<file path="src/rtl/input_sequencer.sv">
// input_sequencer: accepts one displacement triple, holds it on the datapath,
// steps the selector through codes 1..N_STEPS and presents each registered
// result set downstream under its own valid/ready handshake.
module input_sequencer #(
    parameter int pd      = 12,
    parameter int p       = 22,
    parameter int N_STEPS = 6
) (
    input  logic              clk,
    input  logic              rst_n,
    input  logic              in_valid,
    output logic              in_ready,
    input  logic [pd+p-1:0]   d0_in,
    input  logic [pd+p-1:0]   d1_in,
    input  logic [pd+p-1:0]   d2_in,
    input  logic              abort,
    output logic [pd+p-1:0]   d0,
    output logic [pd+p-1:0]   d1,
    output logic [pd+p-1:0]   d2,
    output logic [2:0]        cntr,
    input  logic [8+p-1:0]    p0_dp,
    input  logic [8+p-1:0]    p1_dp,
    input  logic [8+p-1:0]    p2_dp,
    input  logic [8+p-1:0]    p3_dp,
    output logic              out_valid,
    input  logic              out_ready,
    output logic [8+p-1:0]    out_p0,
    output logic [8+p-1:0]    out_p1,
    output logic [8+p-1:0]    out_p2,
    output logic [8+p-1:0]    out_p3,
    output logic [2:0]        out_step,
    output logic              out_last,
    output logic              busy
);

    typedef enum logic [1:0] {
        IDLE = 2'd0,
        STEP = 2'd1,
        HOLD = 2'd2
    } state_t;

    state_t state, state_next;

    // Handshake strobes; abort suppresses every one of them.
    logic accept;
    logic capture;
    logic consume;

    // State register.
    always_ff @(posedge clk or negedge rst_n) begin
        if (!rst_n) begin
            state <= IDLE;
        end else begin
            state <= state_next;
        end
    end

    // Next-state logic and handshake strobes.
    always_comb begin
        state_next = state;
        accept     = 1'b0;
        capture    = 1'b0;
        consume    = 1'b0;
        case (state)
            IDLE: begin
                if (in_valid) begin
                    accept     = 1'b1;
                    state_next = STEP;
                end
            end
            STEP: begin
                capture    = 1'b1;
                state_next = HOLD;
            end
            HOLD: begin
                if (out_ready) begin
                    consume    = 1'b1;
                    state_next = out_last ? IDLE : STEP;
                end
            end
            default: state_next = IDLE;
        endcase
        if (abort) begin
            accept     = 1'b0;
            capture    = 1'b0;
            consume    = 1'b0;
            state_next = IDLE;
        end
    end

    // Triple held on the datapath; changes only on an accepted input.
    always_ff @(posedge clk or negedge rst_n) begin
        if (!rst_n) begin
            d0 <= '0;
            d1 <= '0;
            d2 <= '0;
        end else if (accept) begin
            d0 <= d0_in;
            d1 <= d1_in;
            d2 <= d2_in;
        end
    end

    // Selector: starts at 1 on accept, advances on each consumed non-last result.
    always_ff @(posedge clk or negedge rst_n) begin
        if (!rst_n) begin
            cntr <= 3'd0;
        end else if (abort) begin
            cntr <= 3'd0;
        end else if (accept) begin
            cntr <= 3'd1;
        end else if (consume) begin
            cntr <= out_last ? 3'd0 : cntr + 3'd1;
        end
    end

    // Output handshake and step tags; abort clears valid and tags but keeps data.
    always_ff @(posedge clk or negedge rst_n) begin
        if (!rst_n) begin
            out_valid <= 1'b0;
            out_step  <= 3'd0;
            out_last  <= 1'b0;
        end else if (abort) begin
            out_valid <= 1'b0;
            out_step  <= 3'd0;
            out_last  <= 1'b0;
        end else if (capture) begin
            out_valid <= 1'b1;
            out_step  <= cntr;
            out_last  <= (cntr == 3'(N_STEPS));
        end else if (consume) begin
            out_valid <= 1'b0;
        end
    end

    // Result registers sample the settled datapath at the end of STEP.
    always_ff @(posedge clk or negedge rst_n) begin
        if (!rst_n) begin
            out_p0 <= '0;
            out_p1 <= '0;
            out_p2 <= '0;
            out_p3 <= '0;
        end else if (capture) begin
            out_p0 <= p0_dp;
            out_p1 <= p1_dp;
            out_p2 <= p2_dp;
            out_p3 <= p3_dp;
        end
    end

    assign in_ready = (state == IDLE);
    assign busy     = (state != IDLE);

endmodule

</file>
<file path="config.mk">
export PLATFORM = sky130hd
export DESIGN_NAME = input_sequencer
export DESIGN_NICKNAME = d
export VERILOG_FILES = /design/src/rtl/input_sequencer.sv
export SDC_FILE = /design/constraint.sdc
export NUM_CORES = 1
export LEC_CHECK = 0
export CAP_MARGIN = 20
export CORE_AREA = 2 2 179 181
export CTS_CLUSTER_SIZE = 20
export DETAILED_ROUTE_END_ITERATION = 7
export DIE_AREA = 0 0 181 183
export RECOVER_POWER = 50
export SYNTH_ARGS = -nofsm -noshare
export SYNTH_HDL_FRONTEND = slang
export SYNTH_SLANG_ARGS = --single-unit
</file>
<file path="constraint.sdc">
create_clock -name clk -period 1.7 [get_ports clk]
set_clock_uncertainty 0.1 [all_clocks]
set_input_delay 0.255 -clock clk [delete_from_list [all_inputs] [get_ports clk]]
set_output_delay 0.255 -clock clk [all_outputs]
set_load 0.02 [all_outputs]
</file>
After elaboration in Yosys (flattened, before gate mapping)
Cells that the tools add are included.
{"block": "classes", "add_sub_neg": 1, "n_eq_ne": 5, "muxes": 24, "n_reduce_logical": 6}
{"cell": "3-bit 2-to-1 mux", "n": 6}
{"cell": "1-bit 2-to-1 mux", "n": 14}
{"cell": "2-bit 2-to-1 mux", "n": 3}
{"cell": "2-bit one-hot mux with 3 select lines", "n": 1}
{"cell": "3-bit nonzero test", "n": 2}
{"cell": "2-bit nonzero test", "n": 2}
{"cell": "3-bit by 1-bit adder with 3-bit output (second input constant)", "n": 1}
{"cell": "3-bit == test (second input constant)", "n": 1}
{"cell": "3-bit by 2-bit inequality test with 1-bit output (second input constant)", "n": 1}
{"cell": "3-bit inequality test (second input constant)", "n": 1}
{"cell": "2-bit by 1-bit == test with 1-bit output (second input constant)", "n": 1}
{"cell": "2-bit == test (second input constant)", "n": 1}
{"cell": "2-bit logical NOT", "n": 1}
{"cell": "2-bit AND reduction", "n": 1}
{"block": "totals", "regBits": 232, "in_bits": 227, "word_cells": 48}

Logic depth before layout (Yosys ltp)
{"block": "depth", "ltp_word": 6, "depth_mapped": 6, "mapped_depth_nobuf": 4}

Least setup slack after synthesis
OpenSTA, ideal clock, no wires.
{"block": "synth_path", "path_kind": "reg2reg", "startpoint": "register state[1]", "endpoint": "register out_p0[0]", "setup_time_ps": 125, "arrival_ps": 1519, "required_ps": 1475, "slack_ps": -44, "stages_incl_launch_ff": 7, "synth_period_minus_slack_ps": 1744, "cell_sequence": "dfrtp_1 > nand2b_1 > buf_4 > nor2_2 > buf_4 > buf_6 > mux2_2"}
{"block": "synth_between", "elab_chain_len": 3}
{"element": "start, declared", "line_no": "42", "source": "state_t state, state_next;"}
{"element": "start signal, assigned", "line_no": "54", "source": "state <= state_next;"}
{"element": "2-bit by 1-bit == test with 1-bit output", "line_no": "64", "source": "case (state)"}
{"element": "1-bit 2-to-1 mux", "line_no": "64"}
{"element": "1-bit 2-to-1 mux", "line_no": "83", "source": "if (abort) begin"}
{"element": "end signal, assigned", "line_no": "144", "source": "out_p0 <= p0_dp;"}
{"element": "end, declared", "line_no": "27", "source": "output logic [8+p-1:0] out_p0,"}
Every way passes these cells.
A chain may end at the register's enable or synchronous reset.

Worst setup path in the final report
{"block": "layout_path", "startpoint": "register state[1]", "endpoint": "register d2[33]"}
{"block": "layout_between", "elab_chain_len": 3}
{"element": "2-bit logical NOT", "line_no": "64"}
{"element": "1-bit 2-to-1 mux", "line_no": "64"}
{"element": "1-bit 2-to-1 mux", "line_no": "83"}
{"element": "end signal, assigned", "line_no": "100", "source": "d2 <= d2_in;"}
{"element": "end, declared", "line_no": "19", "source": "output logic [pd+p-1:0] d2,"}
Every way passes these cells.

==> reports/results.txt <==
Pleak -> 7.40 nW
Routed vias -> 6492
Synth area leader -> dfrtp_1
Power per cell area -> 1290 mW/mm^2
Unique masters post-synth -> 27
Worst-margin pin slew -> 1.34 ns
Multi-input logic area -> 0.00342 sq mm
WP data arrival -> 2.19 ns
Area contributors post-synth -> dfrtp_1 66%, mux2_2 21%, mux2_1 7.6%, buf_6 1.9%, buf_2 0.46%
Initial antenna violation count -> 0
Max Cap Viol -> 0
Post-DP HPWL -> 20700 microns
Full die area -> 0.0331 sq mm
Vias in the first global route -> 7055
CTS tree -> built
Largest net degree at the start of global routing -> 43
Dpl ws -> -0.430 ns
Cell Count Post-Placement -> 1395
H-tree depth -> 1
Max-slew violations -> 0
Cell area after synthesis -> 0.00879 sq mm
Setup violators final -> 225
Clk slew on worst S/H paths -> 0.06 ns
Yosys Warn Count -> 0
Port buffer count -> 458
Post-layout util -> 51.2%
Finished Layout Cells -> 1478
CTS buffer count -> 27
Net count, final -> 1289
Total grt overflow -> 0
Required time worst endpoint -> 2.01 ns
Residual DRC -> 0
First-pass detailed-route iteration total -> 4
# IOs -> 459
Ant diodes -> 0
Core area -> 0.0312 sq mm
Layout cells sized above 1 -> 33.2%
Post-synthesis sequential area ratio -> 66.0%
Post-synth ARST share -> 100%
CP Capture Type -> register
Failing checks -> negative setup slack
GRT Total Usage -> 16.9%
Post-Syn Area per Cell -> 17.0 sq um
Final Cycle Share -> 111%
Leading cell type in the layout, fill and taps excluded -> dfrtp_1
Starting Density -> 28.1%
Power Total -> 20.6 mW
Relative slew margins -> 10.7%
# rows -> 65
Unrepaired setup endpoints after global routing -> yes
Crit path time final -> 1.88 ns
Worst-skew pair later-pin latency -> 0.54 ns
Post-Place Cell Area -> 0.0142 sq mm
GPL Wtd Cong -> 0.762
Vias per Instance -> 4.39
GR peak layer -> met2
First-pass GRT wire length -> 43200 microns
CP Class -> reg -> reg
Iter 0 DRT Violations -> 191
Met3 Use GR -> 5.18%
Total Neg Setup Slack -> -23.62 ns
Routing usage on met1 -> 20.3%
Syn nets -> 746
Routed len/inst -> 20.2 microns
CTS Root Cell -> clkbuf_16
Worst-path maximum fanout -> 17
Final hold slack -> 0.218 ns
Post-synth EDFFs -> 0
Critical Path Start Type -> register
Hold depth -> 2
Post-Syn Instances -> 517
Final hold vios -> 0
Number of synthesized register bits -> 232
Met2 Resource Use GR -> 29.3%
Most used DFF post-synth -> dfrtp_1
Die W -> 181 microns
Max Freq -> 0.532 GHz
Worst setup margin -> -0.181 ns
Antenna-violating nets left -> 0
Sequential cell area -> 0.00581 sq mm
Status -> complete, but fails checks
Share of the synthesized area in the top cell type -> 66.0%
TritonCTS Sinks -> 232
Die Span Y -> 183 microns
Filler cell count -> 2723
Worst vdd ir -> 0.809 mV
Total Routed Length -> 29900 microns
Clock Path Buffers -> 3
Area Growth Syn to Fin -> 82.0%
Hold Crit Class -> in -> reg
R2R depth -> 5
Design area -> 0.0160 sq mm
Most frequent cells in the layout -> 229 x dfrtp_1, 225 x clkdlybuf4s50_1, 224 x dlygate4sd2_1, 173 x mux2_4, 47 x mux2_2
logic make-up (layout without fill, tap and decap cells):
kind of cell | count (synthesis) | count (layout) | share of synthesized area (%)
DFF | 232 | 232 | 66.0
muxes | 225 | 225 | 28.8
buffers and inverters | 30 | 589 | 2.80
and+or+nand+nor | 19 | 19 | 1.44
AOI/OAI and AO/OA | 9 | 9 | 0.655
adders and majority gates | 2 | 2 | 0.285
Yosys cell counts (2+ instances only):
cell	number
ha_1	2
mux2i_1	3
nor2_1	5
mux2_2	163
buf_4	3
dfrtp_1	232
inv_1	3
mux2_1	59
buf_6	15
a21oi_1	5
nand2_1	4
buf_2	8
power breakdown:
| group | leakage, nW | internal, mW | switching [mW] | total (mW) |
|---|---|---|---|---|
| combinational | 4.25 | 3.91 | 3.58 | 7.48 |
| clock | 0.401 | 3.11 | 2.24 | 5.35 |
| sequential | 2.75 | 7.00 | 0.789 | 7.79 |
worst paths after layout:
check,startpoint,end,slack (ns)
hold / removal,d1_in[2],d1[2],0.22
setup reg to reg,state[1],d2[33],-0.18
setup / recovery,state[1],d2[33],-0.18
min in group asynchronous,rst_n,d0[33],0.48
hold reg to reg,d1[19],d1[19],0.38
max in group asynchronous,rst_n,state[0],0.12
routing by layer:
layer	vias to the layer above	wire length (microns)	part of all wire, %
met2	266	14900	50
met3	46	2280	7.6
met4	0	676	2.3
li1	2904	-	-
met1	3276	12100	40
met5	-	0	0
worst max-delay path, stage by stage, from the launching register on:
cell and delay, ns:
dfrtp_2 0.44, buf_6 0.13, nor4b_4 0.27, buf_4 0.26, buf_12 0.18, mux2_2 0.35
state kept, by name (all words and copies together), names as in the netlist:
name       cells
out_p1        30
out_p0        30
d0            34
state          2
cntr           3
out_last       1
out_step       3
d2            34
out_p3        30
out_valid      1
d1            34
out_p2        30
timing repair:
item                       4_1_cts  5_1_grt
pin swaps                        1        3
cloned                           8        8
hold buffers                     1        0
setup endpoints to repair      443      231
setup buffers                   21        8
hold endpoints to repair       232        0
gates resized for setup        367      117
cell type report:
class | count | share of cell area [%]
multi-input combinational | 255 | 21.4
inverter | 3 | 0.0704
sequential | 232 | 36.3
clock inverter | 6 | 0.211
timing repair buffer | 541 | 34.1
tap | 402 | 3.14
clock buffer | 39 | 4.82
Note: power is estimated with default switching activity, not from simulation.
==> variant 1 (same settings) <==
`p`: 22 -> 11.
--- a/src/rtl/input_sequencer.sv
+++ b/src/rtl/input_sequencer.sv
@@ -5,3 +5,3 @@
     parameter int pd      = 12,
-    parameter int p       = 22,
+    parameter int p       = 11,
     parameter int N_STEPS = 6
Ports: changed (14 resized); port bits go from 459 to 305. The function was not compared with the original's and may differ.
==> variant 1 against the original RTL <==
  * Total power is 33% lower
  * Wire length is 36% lower
  * Sequential share of layout area hardly changed
  * The run still ends with negative setup slack left
  * Sequential power is 34% lower
  * Non-clock buffer count is 195 lower
  * Sequential cell count is 77 lower
  * Synthesized area is 33% lower
  * Core utilization is 17 points lower
  * Setup slack better by 0.14 ns
  * Cell area is 33% lower
  * First-iteration DRC count is 43% lower
==> variant 1: results (changes against the original RTL) <==
stage	metric	value	unit	change
global_routing	grtUsageMet2	0.188		was 0.293
setup_path	cp-endpoint	d2[2]		was d2[33]
min_path	hold_end	d1[15]		was d1[2]
setup_path	cp.arrival	1.95	ns	was 2.19 ns
placement	routabilityCongestion	0.688		was 0.762
route	vias	4331		was 6492
cts	worstSkewPairLatency	0.42	ns	was 0.54 ns
cts	htreeDepth	4		was 1
placement	io_buffers	304		was 458
logic_synthesis	synthTopCellsByArea	dfrtp_1 66%, mux2_2 25%, mux2_1 2.3%		was dfrtp_1 66%, mux2_2 21%, mux2_1 7.6%
placement	placed_cell_area	9570	um^2	was 14200 um^2
outcome	status	finished, violations left		unchanged
sta	tns	-0.506	ns	was -23.62 ns
logic_synthesis	yosys-top-cells-count	155 x dfrtp_1, 133 x mux2_2, 12 x mux2_1		was 232 x dfrtp_1, 163 x mux2_2, 59 x mux2_1
sta	hold_ws	0.322	ns	was 0.218 ns
route	wl_met2	9550	um	was 14900 um
route	via_per_inst	3.88		was 4.39
sta	fin_ws	-0.0371	ns	was -0.181 ns
cts	numCtsBuffers	17		was 27
route	first_iter_violations	109		was 191
setup_path	rr_worst_depth	6		was 5
global_routing	grt_pass1_wl	27300	um	was 43200 um
setup_path	slowest_delay	0.39	ns	was 0.44 ns
global_routing	grt_max_degree	38		was 43
pwr	power_leakage	0.00482	uW	was 0.00740 uW
placement	place_ws	-0.348	ns	was -0.430 ns
placement	dp_cells	1065		was 1395
global_routing	grt_usage	0.109		was 0.169
global_routing	use_met1	0.116		was 0.203
placement	dp_hpwl	12800	um	was 20700 um
outcome	violations	negative setup slack		unchanged
logic_synthesis	yosysSeqAreaShare	0.656		was 0.660
min_path	min_from	d1_in[15]		was d1_in[2]
cts	clk_path_buf_depth	2		was 3
route	top_layer	met4		unchanged
layout	top_regs	d0 (23), d1 (23), d2 (23)		was d0 (34), d1 (34), d2 (34)
layout	n_fill_cell	3062		was 2723
setup_path	critPathSlowestCell	dfrtp_1		was dfrtp_2
logic_synthesis	syn_nets	506		was 746
layout	nets	853		was 1289
layout	drive_gt1_frac	0.310		was 0.332
route	wl_met3	1970	um	was 2280 um
setup_path	crit_fanout	5		was 17
sta	setup_violations	28		was 225
setup_path	regToRegSetupSlack	-0.04	ns	was -0.18 ns
global_routing	grt_use_met3	0.0560		was 0.0518
logic_synthesis	synth_cells	354		was 517
route	finalWirelength	19100	um	was 29900 um
route	met1_length	7400	um	was 12100 um
layout	seq_area	3880	um^2	was 5810 um^2
global_routing	grt_pass1_vias	4625		was 7055
pwr	ir_drop	0.647	mV	was 0.809 mV
-- variant 1: cell types whose count changed after synthesis, sizes merged --
cell   before  now
mux2      222  145
buf        26   17
dfrtp     232  155
-- variant 1: final cells by class --
type | instances | share of cell area
clock buffers | 19 | 0.0414
clock inverters | 13 | 0.0156
inverters | 3 | 0.00105
multi-input cells | 178 | 0.212
flip-flops and latches | 155 | 0.363
well taps | 402 | 0.0470
repair buffers | 346 | 0.320
-- variant 1: report_power, final --
part,total [uW],internal [uW],switching (uW)
Sequential,5120,4650,470
Combinational,4730,2450,2280
Clock,4010,2360,1650
Total,13900,9450,4400
-- variant 1: cells by family after synthesis --
kind of cell	after synthesis	synth area share
compound gates	9	0.00973
fa+ha+maj	2	0.00423
buf+inv	21	0.0275
flops	155	0.656
mux	148	0.281
simple gates	19	0.0214
-- variant 1: timing repair --
item	in CTS	in global routing
pin swaps	0	2
gates resized for setup	185	100
endpoints found under the hold margin	155	0
cloned	4	6
hold buffers	1	0
endpoints found under the setup margin	262	131
buffers inserted	6	4
==> variant 2 (same flow settings) <==
Made on the original files. Encoding of `state_t`: now one-hot (3 bits for 3 states).
--- a/src/rtl/input_sequencer.sv
+++ b/src/rtl/input_sequencer.sv
@@ -35,6 +35,6 @@
 
-    typedef enum logic [1:0] {
-        IDLE = 2'd0,
-        STEP = 2'd1,
-        HOLD = 2'd2
+    typedef enum logic [2:0] {
+        IDLE = 3'b001,
+        STEP = 3'b010,
+        HOLD = 3'b100
     } state_t;
Formal check against the unedited RTL: same outputs for any inputs over 4 cycles, from zero or initial values and one cycle with rst_n low; so few cycles prove little.
==> variant 2 against the original RTL <==
  * The run still ends with negative setup slack left
  * Global-route usage shrank 1.3 points
  * Sequential power fell by 3.3%
  * Setup slack got worse by 0.11 ns
  * Sequential cell count up 1
  * Count of clock-buffer cells in the layout shrank 1
  * Cell count fell by 1.2%
  * Total power shrank 9.1%
  * Wire length down 9.5%
  * Synthesized area barely moved
  * Synthesized cell count rose by 1.5%
  * Cell area fell by 6.3%
  * Highest routed layer is now met5
==> variant 2: results (changes against the original RTL) <==
stage	metric	value	unit	change
logic_synthesis	yosysSeqAreaShare	0.664		was 0.660
global_routing	use_met1	0.179		was 0.203
placement	routabilityCongestion	0.739		was 0.762
logic_synthesis	syn_nets	754		was 746
min_path	min_from	d0_in[30]		was d1_in[2]
layout	n_fill_cell	2858		was 2723
layout	buffers_excl_clock	516		was 541
cts	worstSkewPairLatency	0.52	ns	was 0.54 ns
layout	multi_input_cells	264		was 255
global_routing	grt_use_met3	0.0624		was 0.0518
pwr	power_leakage	0.00683	uW	was 0.00740 uW
logic_synthesis	synthMuxAreaShare	0.288		about the same
placement	dp_hpwl	20000	um	was 20700 um
placement	placed_cell_area	14200	um^2	about the same
setup_path	critPathSlowestCell	dfstp_2		was dfrtp_2
setup_path	crit_fanout	21		was 17
layout	final-clk-cell-share	0.0528		was 0.0503
cts	post_cts_resized	268		was 367
sta	tightest_slew	0.853	ns	was 1.34 ns
cts	postCtsSetupBuffers	4		was 21
setup_path	r2r_start	state[0]		was state[1]
layout	buffer_area_frac	0.332		was 0.341
outcome	status	finished, violations left		unchanged
global_routing	grtUsageMet2	0.269		was 0.293
global_routing	grt_pass1_vias	6779		was 7055
logic_synthesis	synth_compound_area_frac	0.00726		was 0.00655
layout	seq_area	5830	um^2	was 5810 um^2
sta	setup_violations	223		was 225
logic_synthesis	yosys-top-cells-count	232 x dfrtp_1, 142 x mux2_2, 80 x mux2_1		was 232 x dfrtp_1, 163 x mux2_2, 59 x mux2_1
route	top_layer	met5		was met4
sta	fin_ws	-0.295	ns	was -0.181 ns
layout	drive_gt1_frac	0.249		was 0.332
setup_path	cp.arrival	2.29	ns	was 2.19 ns
min_path	hold_end	d0[30]		was d1[2]
outcome	violations	negative setup slack		unchanged
setup_path	cp-endpoint	d1[28]		was d2[33]
global_routing	grt_usage	0.156		was 0.169
logic_synthesis	synthTopCellsByArea	dfrtp_1 66%, mux2_2 18%, mux2_1 10%		was dfrtp_1 66%, mux2_2 21%, mux2_1 7.6%
setup_path	slowest_delay	0.53	ns	was 0.44 ns
layout	nonClockInverterCount	2		was 3
layout	nets	1273		was 1289
logic_synthesis	synth-adder-area-share	0.00285		about the same
logic_synthesis	synth-seq-cells	233		was 232
sta	tns	-46.04	ns	was -23.62 ns
route	first_iter_violations	194		was 191
[variant 2: kinds of logic after synthesis]
kind of cell,after synthesis
flip-flops,233
adder cells (fa/ha/maj),2
AO/OA/AOI/OAI,11
buffers and inverters,28
AND/OR/NAND/NOR,26
multiplexers,225
[variant 2: metrics by stage]
step | worst slack, ns | std cells | utilization | power (uW) | hold WS (ns)
final | -0.295 | 1460 | 0.480 | 18700 | 0.224
after floorplan | -0.294 | 525 | - | 10600 | -0.141
after global routing | -0.378 | 1460 | 0.480 | 19700 | 0.205
after global placement | -0.323 | 1404 | 0.454 | 14500 | 0.137
after CTS | -0.302 | 1452 | 0.474 | 19100 | 0.162
after detailed placement | -0.323 | 1404 | 0.454 | 14600 | 0.140
[variant 2: power by group]
part / leakage [uW] / total, uW / switching [uW] / internal [uW]
Clock: 0.000395 / 5280 / 2200 / 3090
Sequential: 0.00282 / 7530 / 624 / 6910
Combinational: 0.00361 / 5930 / 3130 / 2800
